`src/rtl/io_pkg.sv`:
```
`default_nettype none
// ============================================================================
// Module   : io_pkg
// Purpose  : Shared address map and STATUS bit positions for io_ctrl.
// Revision : 1.0
// ============================================================================
package io_pkg;

  localparam logic [2:0] ADDR_OUT0   = 3'd0;
  localparam logic [2:0] ADDR_OUT1   = 3'd1;
  localparam logic [2:0] ADDR_IN0    = 3'd2;
  localparam logic [2:0] ADDR_TXDATA = 3'd3;
  localparam logic [2:0] ADDR_RXDATA = 3'd4;
  localparam logic [2:0] ADDR_STATUS = 3'd5;
  localparam logic [2:0] ADDR_TIMER  = 3'd6;
  localparam logic [2:0] ADDR_RSVD   = 3'd7;

  // Ordering chosen so the post-reset STATUS value reads 0x0005.
  localparam int STAT_TX_EMPTY   = 0;
  localparam int STAT_RX_FULL    = 1;
  localparam int STAT_RX_EMPTY   = 2;
  localparam int STAT_TIMER_DONE = 3;
  localparam int STAT_TX_OVF     = 4;
  localparam int STAT_RX_CNT_LSB = 5;

endpackage
`default_nettype wire

```
`src/rtl/fifo_sync.sv`:
```
`default_nettype none
// ============================================================================
// Module   : fifo_sync
// Purpose  : Single-clock FIFO; push into a full FIFO is accepted when a pop
//            retires an entry in the same cycle.
// Revision : 1.0
// ============================================================================
module fifo_sync #(
  parameter int WIDTH = 16,
  parameter int DEPTH = 4
) (
  input  logic                   clk,
  input  logic                   reset,
  input  logic                   push,
  input  logic [WIDTH-1:0]       push_data,
  input  logic                   pop,
  output logic [WIDTH-1:0]       head,
  output logic                   full,
  output logic                   empty,
  output logic [$clog2(DEPTH):0] count
);

  localparam int AW = $clog2(DEPTH);
  localparam int CW = AW + 1;

  logic [WIDTH-1:0] mem_q [DEPTH];
  logic [AW-1:0]    wr_ptr_q, wr_ptr_d;
  logic [AW-1:0]    rd_ptr_q, rd_ptr_d;
  logic [CW-1:0]    count_q, count_d;
  logic             push_ok, pop_ok;

  always_comb begin
    empty    = (count_q == '0);
    full     = (count_q == CW'(DEPTH));
    pop_ok   = pop && !empty;
    push_ok  = push && (!full || pop_ok);
    wr_ptr_d = wr_ptr_q;
    rd_ptr_d = rd_ptr_q;
    count_d  = count_q;
    if (push_ok) wr_ptr_d = wr_ptr_q + AW'(1);
    if (pop_ok)  rd_ptr_d = rd_ptr_q + AW'(1);
    case ({push_ok, pop_ok})
      2'b10:   count_d = count_q + CW'(1);
      2'b01:   count_d = count_q - CW'(1);
      default: count_d = count_q;
    endcase
  end

  always_ff @(posedge clk) begin
    if (!reset) begin
      wr_ptr_q <= '0;
      rd_ptr_q <= '0;
      count_q  <= '0;
    end else begin
      wr_ptr_q <= wr_ptr_d;
      rd_ptr_q <= rd_ptr_d;
      count_q  <= count_d;
    end
  end

  // Storage needs no reset: an entry is only visible once the count covers it.
  always_ff @(posedge clk) begin
    if (reset && push_ok) mem_q[wr_ptr_q] <= push_data;
  end

  assign head  = mem_q[rd_ptr_q];
  assign count = count_q;

endmodule
`default_nettype wire

```
`src/rtl/io_ctrl.sv`:
```
`default_nettype none
// ============================================================================
// Module   : io_ctrl
// Purpose  : CPU-mapped I/O block: GPIO registers, TX/RX stream FIFOs,
//            one-shot down-counter and interrupt.
// Revision : 1.0
// ============================================================================
module io_ctrl
  import io_pkg::*;
#(
  parameter int FIFO_DEPTH = 4
) (
  input  logic        clk,
  input  logic        reset,
  input  logic [15:0] Direcciones,
  input  logic [15:0] wdata,
  input  logic        oe,
  input  logic        rd,
  output logic [15:0] rdata,
  output logic [15:0] out_port0,
  output logic [15:0] out_port1,
  input  logic [15:0] in_port0,
  output logic [15:0] tx_data,
  output logic        tx_valid,
  input  logic        tx_ready,
  input  logic [15:0] rx_data,
  input  logic        rx_valid,
  output logic        rx_ready,
  output logic        irq
);

  localparam int CW = $clog2(FIFO_DEPTH) + 1;

  logic [15:0]   out0_q, out0_d, out1_q, out1_d;
  logic [15:0]   sync1_q, sync1_d, sync2_q, sync2_d;
  logic [15:0]   timer_q, timer_d;
  logic          timer_done_q, timer_done_d;
  logic          tx_ovf_q, tx_ovf_d;
  logic          hit, wr_en, rd_en;
  logic [2:0]    addr;
  logic          tx_push, tx_pop, tx_full, tx_empty;
  logic          rx_push, rx_pop, rx_full, rx_empty;
  logic [CW-1:0] tx_count, rx_count;
  logic [15:0]   rx_head;
  logic [3:0]    rx_cnt_nib;
  logic [15:0]   status;

  assign addr  = Direcciones[2:0];
  assign hit   = (Direcciones[15:3] == 13'd0);
  assign wr_en = oe && hit;
  assign rd_en = rd && !oe && hit;

  // Handshakes are masked while reset is low so nothing transfers that cycle.
  assign tx_valid = reset && (tx_count != '0);
  assign rx_ready = reset && !rx_full;
  assign tx_push  = wr_en && (addr == ADDR_TXDATA);
  assign tx_pop   = tx_valid && tx_ready;
  assign rx_push  = rx_valid && rx_ready;
  assign rx_pop   = rd_en && (addr == ADDR_RXDATA);

  fifo_sync #(.WIDTH(16), .DEPTH(FIFO_DEPTH)) u_tx_fifo (
    .clk       (clk),
    .reset     (reset),
    .push      (tx_push),
    .push_data (wdata),
    .pop       (tx_pop),
    .head      (tx_data),
    .full      (tx_full),
    .empty     (tx_empty),
    .count     (tx_count)
  );

  fifo_sync #(.WIDTH(16), .DEPTH(FIFO_DEPTH)) u_rx_fifo (
    .clk       (clk),
    .reset     (reset),
    .push      (rx_push),
    .push_data (rx_data),
    .pop       (rx_pop),
    .head      (rx_head),
    .full      (rx_full),
    .empty     (rx_empty),
    .count     (rx_count)
  );

  generate
    if (CW >= 4) begin : g_nib_trunc
      assign rx_cnt_nib = rx_count[3:0];
    end else begin : g_nib_ext
      assign rx_cnt_nib = {{(4 - CW){1'b0}}, rx_count};
    end
  endgenerate

  always_comb begin
    status                          = '0;
    status[STAT_TX_EMPTY]           = tx_empty;
    status[STAT_RX_FULL]            = rx_full;
    status[STAT_RX_EMPTY]           = rx_empty;
    status[STAT_TIMER_DONE]         = timer_done_q;
    status[STAT_TX_OVF]             = tx_ovf_q;
    status[STAT_RX_CNT_LSB +: 4]    = rx_cnt_nib;
  end

  always_comb begin
    rdata = '0;
    if (hit) begin
      case (addr)
        ADDR_OUT0:              rdata = out0_q;
        ADDR_OUT1:              rdata = out1_q;
        ADDR_IN0:               rdata = sync2_q;
        ADDR_RXDATA:            rdata = rx_empty ? 16'h0000 : rx_head;
        ADDR_STATUS:            rdata = status;
        ADDR_TIMER:             rdata = timer_q;
        ADDR_TXDATA, ADDR_RSVD: rdata = '0;
        default:                rdata = '0;
      endcase
    end
  end

  always_comb begin
    out0_d       = out0_q;
    out1_d       = out1_q;
    sync1_d      = in_port0;
    sync2_d      = sync1_q;
    timer_d      = timer_q;
    timer_done_d = timer_done_q;
    tx_ovf_d     = tx_ovf_q;
    if (wr_en && addr == ADDR_OUT0) out0_d = wdata;
    if (wr_en && addr == ADDR_OUT1) out1_d = wdata;
    if (tx_push && tx_full && !tx_pop) tx_ovf_d = 1'b1;
    if (rd_en && addr == ADDR_STATUS) tx_ovf_d = 1'b0;
    if (wr_en && addr == ADDR_TIMER) begin
      timer_d      = wdata;
      timer_done_d = 1'b0;
    end else if (timer_q != 16'd0) begin
      timer_d = timer_q - 16'd1;
      if (timer_q == 16'd1) timer_done_d = 1'b1;
    end
  end

  always_ff @(posedge clk) begin
    if (!reset) begin
      out0_q       <= '0;
      out1_q       <= '0;
      sync1_q      <= '0;
      sync2_q      <= '0;
      timer_q      <= '0;
      timer_done_q <= 1'b0;
      tx_ovf_q     <= 1'b0;
    end else begin
      out0_q       <= out0_d;
      out1_q       <= out1_d;
      sync1_q      <= sync1_d;
      sync2_q      <= sync2_d;
      timer_q      <= timer_d;
      timer_done_q <= timer_done_d;
      tx_ovf_q     <= tx_ovf_d;
    end
  end

  assign out_port0 = out0_q;
  assign out_port1 = out1_q;
  assign irq       = timer_done_q || !rx_empty;

endmodule
`default_nettype wire

```
`config.mk`:
```
export PLATFORM = sky130hd
export DESIGN_NAME = io_ctrl
export DESIGN_NICKNAME = d
export VERILOG_FILES = /design/src/rtl/io_pkg.sv /design/src/rtl/fifo_sync.sv /design/src/rtl/io_ctrl.sv
export SDC_FILE = /design/constraint.sdc
export NUM_CORES = 1
export LEC_CHECK = 0
export BUFFER_PORTS_ARGS = -buffer_cell sky130_fd_sc_hd__buf_2
export CORE_ASPECT_RATIO = 0.6
export CORE_MARGIN = 2
export CORE_UTILIZATION = 38
export CTS_CLUSTER_SIZE = 8
export DETAILED_ROUTE_END_ITERATION = 12
export PLACE_DENSITY = 0.68
export SLEW_MARGIN = 20
export SYNTH_ARGS = -nofsm -noshare
export SYNTH_HDL_FRONTEND = slang
export SYNTH_SLANG_ARGS = --single-unit
```
`constraint.sdc`:
```
create_clock -name clk -period 4.45 [get_ports clk]
set_input_delay 0.2225 -clock clk [delete_from_list [all_inputs] [get_ports clk]]
set_output_delay 0.2225 -clock clk [all_outputs]
set_load 0.02 [all_outputs]
```
; ---- Word level (Yosys, flattened, before mapping)
; Memory sizes are Yosys's and may differ from the RTL's. A register that Yosys moved wholly into a read port is not among the register bits.
; Cells that the tools add are included.
[totals]
ff_bits = 96
n_memories = 2
ram_bits = 128
input_bits = 70
wordCells = 97
[memory_table]
columns = memory, words, word_bits, rd, rd_ports_with_merged_regs, write_ports, line_no
row1 = u_rx_fifo.mem_q, 4, 16, 1, 1, 1, fifo_sync.sv:26  ; logic [WIDTH-1:0] mem_q [DEPTH];
row2 = u_tx_fifo.mem_q, 4, 16, 1, 1, 1, fifo_sync.sv:26
[classes]
addsub = 9
n_mux = 15
eq_ne = 14
bitwise = 1
reduce_logical = 43
[op_table]
columns = operator, count
row1 = $pmux W16 S7, 1
row2 = $mux W16, 4
row3 = $logic_and A1 B1 Y1, 21
row4 = $eq A3 B3 Y1 const B, 6
row5 = $eq A16 B1 Y1 const B, 1
row6 = $reduce_bool A16 Y1, 1
row7 = $sub A16 B1 Y16 const B, 1
row8 = $logic_not A13 Y1, 1
row9 = $pmux W3 S2, 2
row10 = $logic_not A3 Y1, 3
row11 = $add A2 B1 Y2 const B, 4
row12 = $mux W2, 4
row13 = $add A3 B1 Y3 const B, 2
row14 = $eq A3 B2 Y1 const B, 2
row15 = $logic_not A1 Y1, 6
row16 = $reduce_bool A2 Y1, 3
row17 = $reduce_or A2 Y1, 3
row18 = $sub A3 B1 Y3 const B, 2
row19 = $eq A2 B1 Y1 const B, 2
row20 = $eq A2 B2 Y1 const B, 2
row21 = $mux W1, 4
row22 = $eq A3 B1 Y1 const B, 1
row23 = $logic_or A1 B1 Y1, 3
row24 = $reduce_bool A3 Y1, 1
row25 = 2 further kinds, 2

; ---- Logic depth before layout (Yosys ltp)
; Gate-level depths: netlist of the first run.
[depth]
word_depth = 10
ltp_mapped = 12
depth_no_buf = 10

; ---- Modules after synthesis
; From an unflattened synthesis of the first run, not the netlist that was laid out.
[unflattened]
hier_cells = 764
area_unflattened_um2 = 9600.5
[modules_own_cells]
columns = mod, cells_each, n_inst, area_each_um2, seq_area_each_um2
row1 = io_ctrl, 464, 1, 3773.6, 1641.6
row2 = fifo_sync (u_tx_fifo), 151, 1, 2959.1, 2102.0
row3 = fifo_sync (u_rx_fifo), 149, 1, 2867.8, 2102.0

; ---- Worst setup path after synthesis of the first run
; No wires, ideal clock.
[synth_path]
path_type = input -> register
start = input port Direcciones[1]
end = register u_rx_fifo.count_q[2] (netlist: u_rx_fifo.count[2])
t_required_ns = 4.380
cell_stages = 10
setup_ns = 0.070
t_arrival_ns = 2.307
slack_ns = 2.072
path_cell_list = buf_2 > nor4_4 > and4_1 > buf_2 > ha_1 > inv_1 > fa_1 > xor2_1 > or3_1 > a21oi_1
[synth_via]
elab_chain_cells = 7
[synth_rtl]
columns = item, line_no
row1 = from (decl), io_ctrl.sv:15  ; input logic [15:0] Direcciones,
row2 = $eq A3 B3 Y1 (*), io_ctrl.sv:59  ; assign rx_pop = rd_en && (addr == ADDR_RXDATA);
row3 = $logic_and A1 B1 Y1 (*), io_ctrl.sv:59
row4 = $logic_and A1 B1 Y1 (*), fifo_sync.sv:35  ; pop_ok = pop && !empty;
row5 = via u_rx_fifo.pop_ok, fifo_sync.sv:30  ; logic push_ok, pop_ok;
row6 = $logic_or A1 B1 Y1, fifo_sync.sv:36  ; push_ok = push && (!full || pop_ok);
row7 = $logic_and A1 B1 Y1, fifo_sync.sv:36
row8 = $eq A2 B1 Y1 / $eq A2 B2 Y1 (equally long branches), fifo_sync.sv:42  ; case ({push_ok, pop_ok})
row9 = $pmux W3 S2 / $reduce_bool A2 Y1 (equally long branches), -
row10 = to (signal assigned), fifo_sync.sv:57  ; count_q <= count_d;
row11 = to (decl), fifo_sync.sv:29  ; logic [CW-1:0] count_q, count_d;
; The timed path passes the listed nets; every way through them passes the cells marked *.
; A chain may end at the register's enable or synchronous reset.

==> results.md, run 1 <==
* Vias per cell at ~5.3
* Clock period minus worst slack at ~3.1 ns
* HP Start: wdata[7]
* Mapped Cells at between 700 and 800
* Power Total at 5423 uW
* Tcrit/Tclk final at 0.6912
* Max Slew Vio Count at 0
* Mapped Area at 0.009371 mm2
* Hold EP: u_tx_fifo.mem_q[2][7]$_DFFE_PP_
* Filler cell count at approximately 2200
* R2R cell count at 9
* Worst setup margin at 1.374 ns
* Avg Inst Size Synth at approximately 12 um2
* Met3 Usage GRT at 0.05409
* Max Fclk at roughly 0.33 GHz
* Port bufs at 136
* Critical Path Start Type: register
* Drt pass-1 iters at 5
* First-pass GRT wire length at 37980 um
* RR Endpoint: u_rx_fifo.count[2]$_SDFFE_PN0P_
* Busiest grt layer: met1
* # clock sinks at between 200 and 250
* Final Hold Viols at 0
* Core area at between 0.02 and 0.025 mm2
* Number of cell rows at 44
* CP max stage cell: dfxtp_1
* RSZ-0062 raised after global routing: false
* Die H at around 130 um
* Cell taking the most area after synthesis: edfxtp_1
* Area grow syn2layout at 24.21%
* HPWL after DPL at around 17000 um
* Worst path required time at ~4.2 ns
* Synth top area cells: edfxtp_1 (41%), dfxtp_1 (21%), mux4_2 (7.7%)
* CTS buffer count at 34
* GP Congestion at a little over 0.8
* Clock Latency Late Sink at between 0.4 and 0.5 ns
* NumNets Final at 1007
* Commonest non-fill, non-tap cell in the layout: buf_2
* Die Width at a little over 200 um
* Crit end category: output port
* Kind of critical path: register to output port
* Initial antenna violation count at 0
* Pin count of the biggest net entering global routing at 55
* Top cell type's share of synthesized area at 0.4101
* Setup slack, reg-to-reg at 2.05 ns
* Postcts setup bufs at 0
* Grt ovf at 0
* Worst EP arrival at 2.85 ns
* Max-cap violations at 0
* #FFs+latches synth at between 200 and 250
* Slew margin rel. at 0.3613
* HP Class: primary input to register
* Crit-path cells: mux4_2, a222oi_1, nor3_1, buf_2
* LEAKAGE at approximately 0.0042 uW
* Register area share after synthesis at 0.6238
* Antenna diode count at 0
* Power density over the cells at roughly 470 mW/mm2
* DRC viols at 0
* Final setup vio count at 0
* DR iter-0 viols at roughly 640
* Cts repair resizes at 0
* Crit path largest cell delay at roughly 0.92 ns
* Global-route usage over all layers at 0.1910
* Top_reg_cell synth: edfxtp_1
* Root buf cell: clkbuf_16
* Post-DRT Antenna Nets at 0
* RR Startpoint: u_rx_fifo.count[0]$_SDFFE_PN0P_
* Netlist cell types at 57
* Post-route setup TNS at 0 ns
* Routed via count at around 6700
* Layout cells sized above 1 at 0.2455
* Maximum clock path buffer count at 3
* Synth Net Count at between 800 and 900
* Post-synth ARST share at 0
* Die ar. at around 0.026 mm2
* Avg WL per Cell at 19.64 um
* Clk slew on worst S/H paths at roughly 0.05 ns
* Met2 Usage GRT at 0.2683
* Drt total wl at 24960 um
* GR Layer Usage met1 at 0.2952
* Starting Density at 0.3869
* H-tree levels at 2
* Min-Delay Path Depth at 1
* Actual slew at the worst max-slew pin at around 0.96 ns
* Worst vdd ir at approximately 190 uV
* IO Pins at 137
* Pre-CTS setup slack at 1.668 ns
* YS warnings at 0
* Crit path max fanout at 13
* Worst Skew at approximately 0.013 ns
* Vias in the first global route at approximately 6400
* CTS tree: yes
* Status: finished clean
* Number of synthesized flops with an enable pin at between 100 and 150
* Most frequent cells in the layout: buf_2 (136), edfxtp_1 (128), dfxtp_1 (99)
==> per-layer routing <==
metal / vias to the layer above / part of all wire
li1: 3081 / -
met1: 3253 / 0.47
met2: 316 / 0.42
met3: 32 / 0.098
met4: 0 / 0.012
met5: - / 0
==> state kept, by name, indices dropped and copies added (netlist names), 16 cells and up, named ones only <==
register         flops
out_port0           16
out_port1           16
sync1_q             16
sync2_q             16
timer_q             16
u_rx_fifo.mem_q     64
u_tx_fifo.mem_q     64
==> stage by stage <==
| stage | area (um2) | utilization | hold WS, ns | cells |
|---|---|---|---|---|
| 5_1_grt | 11640 | 0.4805 | 0.02398 | 1271 |
| 3_3_place_gp | 10300 | 0.4251 | 0.4231 | 1177 |
| 3_5_place_dp | 10300 | 0.4251 | 0.4260 | 1177 |
| 4_1_cts | 11640 | 0.4805 | 0.01646 | 1271 |
| 2_1_floorplan | 9371 | - | 0.3214 | 758 |
| 6_report | 11640 | 0.4805 | 0.01789 | 1271 |
==> power by group <==
group,switching [uW],internal (uW),total [uW]
clock,905,1530,2440
combinational,337,259,596
sequential,83.4,2310,2390
==> timing repair <==
action / CTS / global route
hold buffers: 32 / 0
endpoints found under the hold margin: 80 / 0
setup endpoints to repair: 0 / 0
==> worst max path at each step <==
stage / start / end / slack, ns
final: register / rdata[8] / 1.37
after global routing: register / rdata[2] / 1.20
after CTS: register / rdata[8] / 1.36
after detailed placement: Direcciones[2] / u_rx_fifo.count[2]$_SDFFE_PN0P_ / 1.67
after global placement: Direcciones[2] / u_rx_fifo.count[2]$_SDFFE_PN0P_ / 1.74
after floorplan: Direcciones[1] / u_rx_fifo.count[2]$_SDFFE_PN0P_ / 2.07
==> final cells by class <==
type	instances	area [um2]	area share
Inverter	27	101.3	0.008707
Clock buffer	61	1016	0.08728
Clock inverter	1	5.005	0.0004300
Sequential cell	228	5847	0.5023
Tap cell	322	402.9	0.03461
Multi-Input combinational cell	459	3229	0.2774
Timing Repair Buffer	173	1039	0.08922
==> logic make-up (layout without fill, tap and decap cells) <==
family                     count (synthesis)  count (layout)  synth area share
and+or+nand+nor                          266             266            0.1454
xor gates and xnor gates                  20              20           0.01869
buffers and inverters                     71             262           0.03164
muxes                                     36              36           0.08131
AOI/OAI and AO/OA                        123             123           0.07891
adders and majority gates                 14              14           0.02029
DFF                                      228             228            0.6238
==> worst max-delay path, delay by kind of cell, from the launching register on <==
family	cells	cell delay [ns]
mux	1	0.61
flops	1	0.92
simple gates	1	0.11
buf+inv	1	0.18
compound gates	1	0.54
==> synth_stat cells (5+ instances only) <==
library cell	n
nor2b_1	10
dfxtp_1	100
edfxtp_1	128
ha_1	12
buf_1	5
nor3_1	15
a21oi_1	64
xnor2_1	10
nor2_1	43
nand3_1	22
clkbuf_1	22
a222oi_1	8
mux4_2	32
xor2_1	10
and3_1	10
o21ai_0	17
or3_1	6
buf_2	15
inv_1	25
nand2_1	97
o22ai_1	9
a211o_1	8
and2_1	35
Power figures use the tool's default switching activity.
==> run 2: changes to the inputs <==
==> constraint.sdc (replaced) <==
create_clock -name clk -period 3 [get_ports clk]
set_input_delay 0.15 -clock clk [delete_from_list [all_inputs] [get_ports clk]]
set_output_delay 0.15 -clock clk [all_outputs]
set_load 0.02 [all_outputs]
==> results.md, run 2 (same netlist as run 1, synthesis figures left out) <==
* Initial antenna violation count at 0 (unchanged)
* Critical Path Start Type: register
* CTS tree: yes
* Area grow syn2layout at 27.38%
* Sw Ratio at 0.2432 (-0.001135)
* Clk slew on worst S/H paths at 0.05 ns (about the same)
* Drt total wl at 24660 um (-1.2%)
* Net switching power at 1946 uW (+47%)
* Final Hold Viols at 0 (unchanged)
* Layout cells sized above 1 at 0.2525 (+0.007024)
* Placement Cell Area at 0.01042 mm2 (+1.2%)
* DR iter-0 viols at 598 (-7.0%)
* Tcrit/Tclk final at 0.9128
* Postcts setup bufs at 0 (unchanged)
* Top Registers: u_rx_fifo.mem_q: 64 flops, u_tx_fifo.mem_q: 64 flops
* Avg WL per Cell at 18.91 um (-3.7%)
* Int Power at 6056 uW (+48%)
* # clock sinks at 228 (unchanged)
* Most used cell along the critical path: a21oi_1
* Seq pwr share at 0.443 (+0.002)
* Max Slew Vio Count at 0 (unchanged)
* CTS buffer count at 34 (unchanged)
* Post-DRT Antenna Nets at 0 (unchanged)
* Clock period minus worst slack at 2.738 ns
* Routed via count at 6731 (+0.73%)
* Worst path required time at 2.85 ns (-1.38 ns)
* Crit-path cells: buf_4, mux4_2, a21oi_1, a21oi_1, buf_2
* NumNets Final at 1041 (+3.4%)
* Worst Skew at 0.009393 ns (-0.003893 ns)
* Commonest non-fill, non-tap cell in the layout: buf_2
* Post-route setup TNS at 0 ns (unchanged)
* HP Class: primary input to register
* CP max stage cell: dfxtp_1
* Actual slew at the worst max-slew pin at 0.8512 ns (-0.1068 ns)
* IO Pins at 137 (unchanged)
* RSZ-0062 raised after global routing: false
* Power density over the cells at 670.3 mW/mm2 (+44%)
* Starting Density at 0.3869 (unchanged)
* Die Width at 206.7 um (unchanged)
* Crit path largest cell delay at 0.66 ns (-0.26 ns)
* Max-cap violations at 0 (unchanged)
* Status: finished clean
* Global-route usage over all layers at 0.1906 (-0.0003833)
* LEAKAGE at 0.004396 uW (+3.7%)
* Vias per cell at 5.162 (-1.8%)
* Root buf cell: clkbuf_16
* Final setup vio count at 0 (unchanged)
* Final Util at 0.4928 (+0.01229)
* Post-route cell area at 0.01194 mm2 (+2.6%)
* Clock Latency Late Sink at 0.49 ns (about the same)
* Delay-heaviest family, CP: flip-flops
* Die ar. at 0.02598 mm2 (unchanged)
* Grt ovf at 0 (unchanged)
* CP Buf/Inv Count at 2 (+1)
* GP Congestion at 0.8839 (+7.8%)
* Drt pass-1 iters at 6 (+1)
* Vias in the first global route at 6509 (+1.2%)
* DRC viols at 0 (unchanged)
* Number of cell rows at 44 (unchanged)
* Core area at 0.02422 mm2 (unchanged)
* Slew margin rel. at 0.4318 (+0.07045)
* Filler cell count at 2165 (-0.41%)
* Antenna diode count at 0 (unchanged)
* Kind of critical path: register to output port
* Clk pwr share at 0.444 (-0.005)
* Worst EP arrival at 2.59 ns (-0.26 ns)
* Max Fclk at approximately 0.37 GHz
* Crit end category: output port
* Port bufs at 136 (unchanged)
* Maximum clock path buffer count at 3 (unchanged)
* Most frequent cells in the layout: buf_2 (136), edfxtp_1 (128), dfxtp_1 (100)
* Die H at 125.6 um (unchanged)
* Pin count of the biggest net entering global routing at 55 (unchanged)
* HPWL after DPL at 17390 um (+0.23%)
* H-tree levels at 2 (unchanged)
* Worst vdd ir at 405.1 uV (+110%)
* First-pass GRT wire length at 37630 um (-0.91%)
* WHS at 0.04461 ns (+0.02673 ns)
* Crit path max fanout at 9 (-4)
* Comb pwr share at 0.113 (+0.003)
## run 2: cell count changes in the layout (fill, tap and decap cells not counted), sizes merged
| cell | previous run | this run |
|---|---|---|
| dlygate4sd3 | 32 | 50 |
| buf | 141 | 157 |
| clkbuf | 61 | 59 |
| clkinv | 1 | 2 |
## run 2: area by class of cell
cell class	instances	area, um2	area share
flip-flops and latches	228	5846	0.4897
multi-input cells	459	3229	0.2705
repair buffers	207	1339	0.1121
clock buffers	59	987.2	0.08270
well taps	322	402.9	0.03375
inverters	27	101.3	0.008490
clock inverters	2	32.53	0.002725
## run 2: repair_timing
item                      CTS  global route
hold endpoints to repair  179             0
hold buffers               50             0
gates resized for setup     0             0
## run 2: power groups by stage
stage | clock (uW) | combinational (uW) | sequential (uW)
2_1_floorplan | 0 | 614 | 3560
3_3_place_gp | 0 | 816 | 3600
3_5_place_dp | 0 | 836 | 3600
4_1_cts | 3630 | 897 | 3540
5_1_grt | 3770 | 1000 | 3550
6_report | 3560 | 904 | 3540
## run 2: metal layers
layer  GRT usage  up-vias  wire, um
met1      0.2930     3290     11800
met4     0.03463        0       293
met2      0.2744      272     10360
met5           0        -         0
li1            -     3143         -
met3     0.04736       26      2208
## run 2: stage by stage
| step | worst slack [ns] | power, uW | instances |
|---|---|---|---|
| 2_1_floorplan | 0.6611 | 4175 | 758 |
| 3_3_place_gp | 0.4540 | 4411 | 1193 |
| 3_5_place_dp | 0.3387 | 4432 | 1193 |
| 4_1_cts | 0.1978 | 8068 | 1304 |
| 5_1_grt | 0.08057 | 8329 | 1304 |
| 6_report | 0.2616 | 8002 | 1304 |
## run 2: final timing paths
path / startpoint / endpoint / slack, ns / depth (start not counted)
max reg2reg: u_rx_fifo.count[1]$_SDFFE_PN0P_ / u_rx_fifo.count[2]$_SDFFE_PN0P_ / 0.60 / 9
min: oe / tx_ovf_q$_SDFFE_PP0P_ / 0.04 / 3
max: register / rdata[0] / 0.26 / 5
min reg2reg: sync1_q[14]$_SDFF_PN0_ / sync2_q[14]$_SDFF_PN0_ / 0.43 / 1
## run 2: worst reg2reg max path: cells and delay by family, from the launching register on
family | cells | cell delay, ns
buf+inv | 1 | 0.06
compound gates | 1 | 0.14
flops | 1 | 0.42
xor+xnor | 1 | 0.17
fa+ha+maj | 2 | 0.59
simple gates | 4 | 0.94
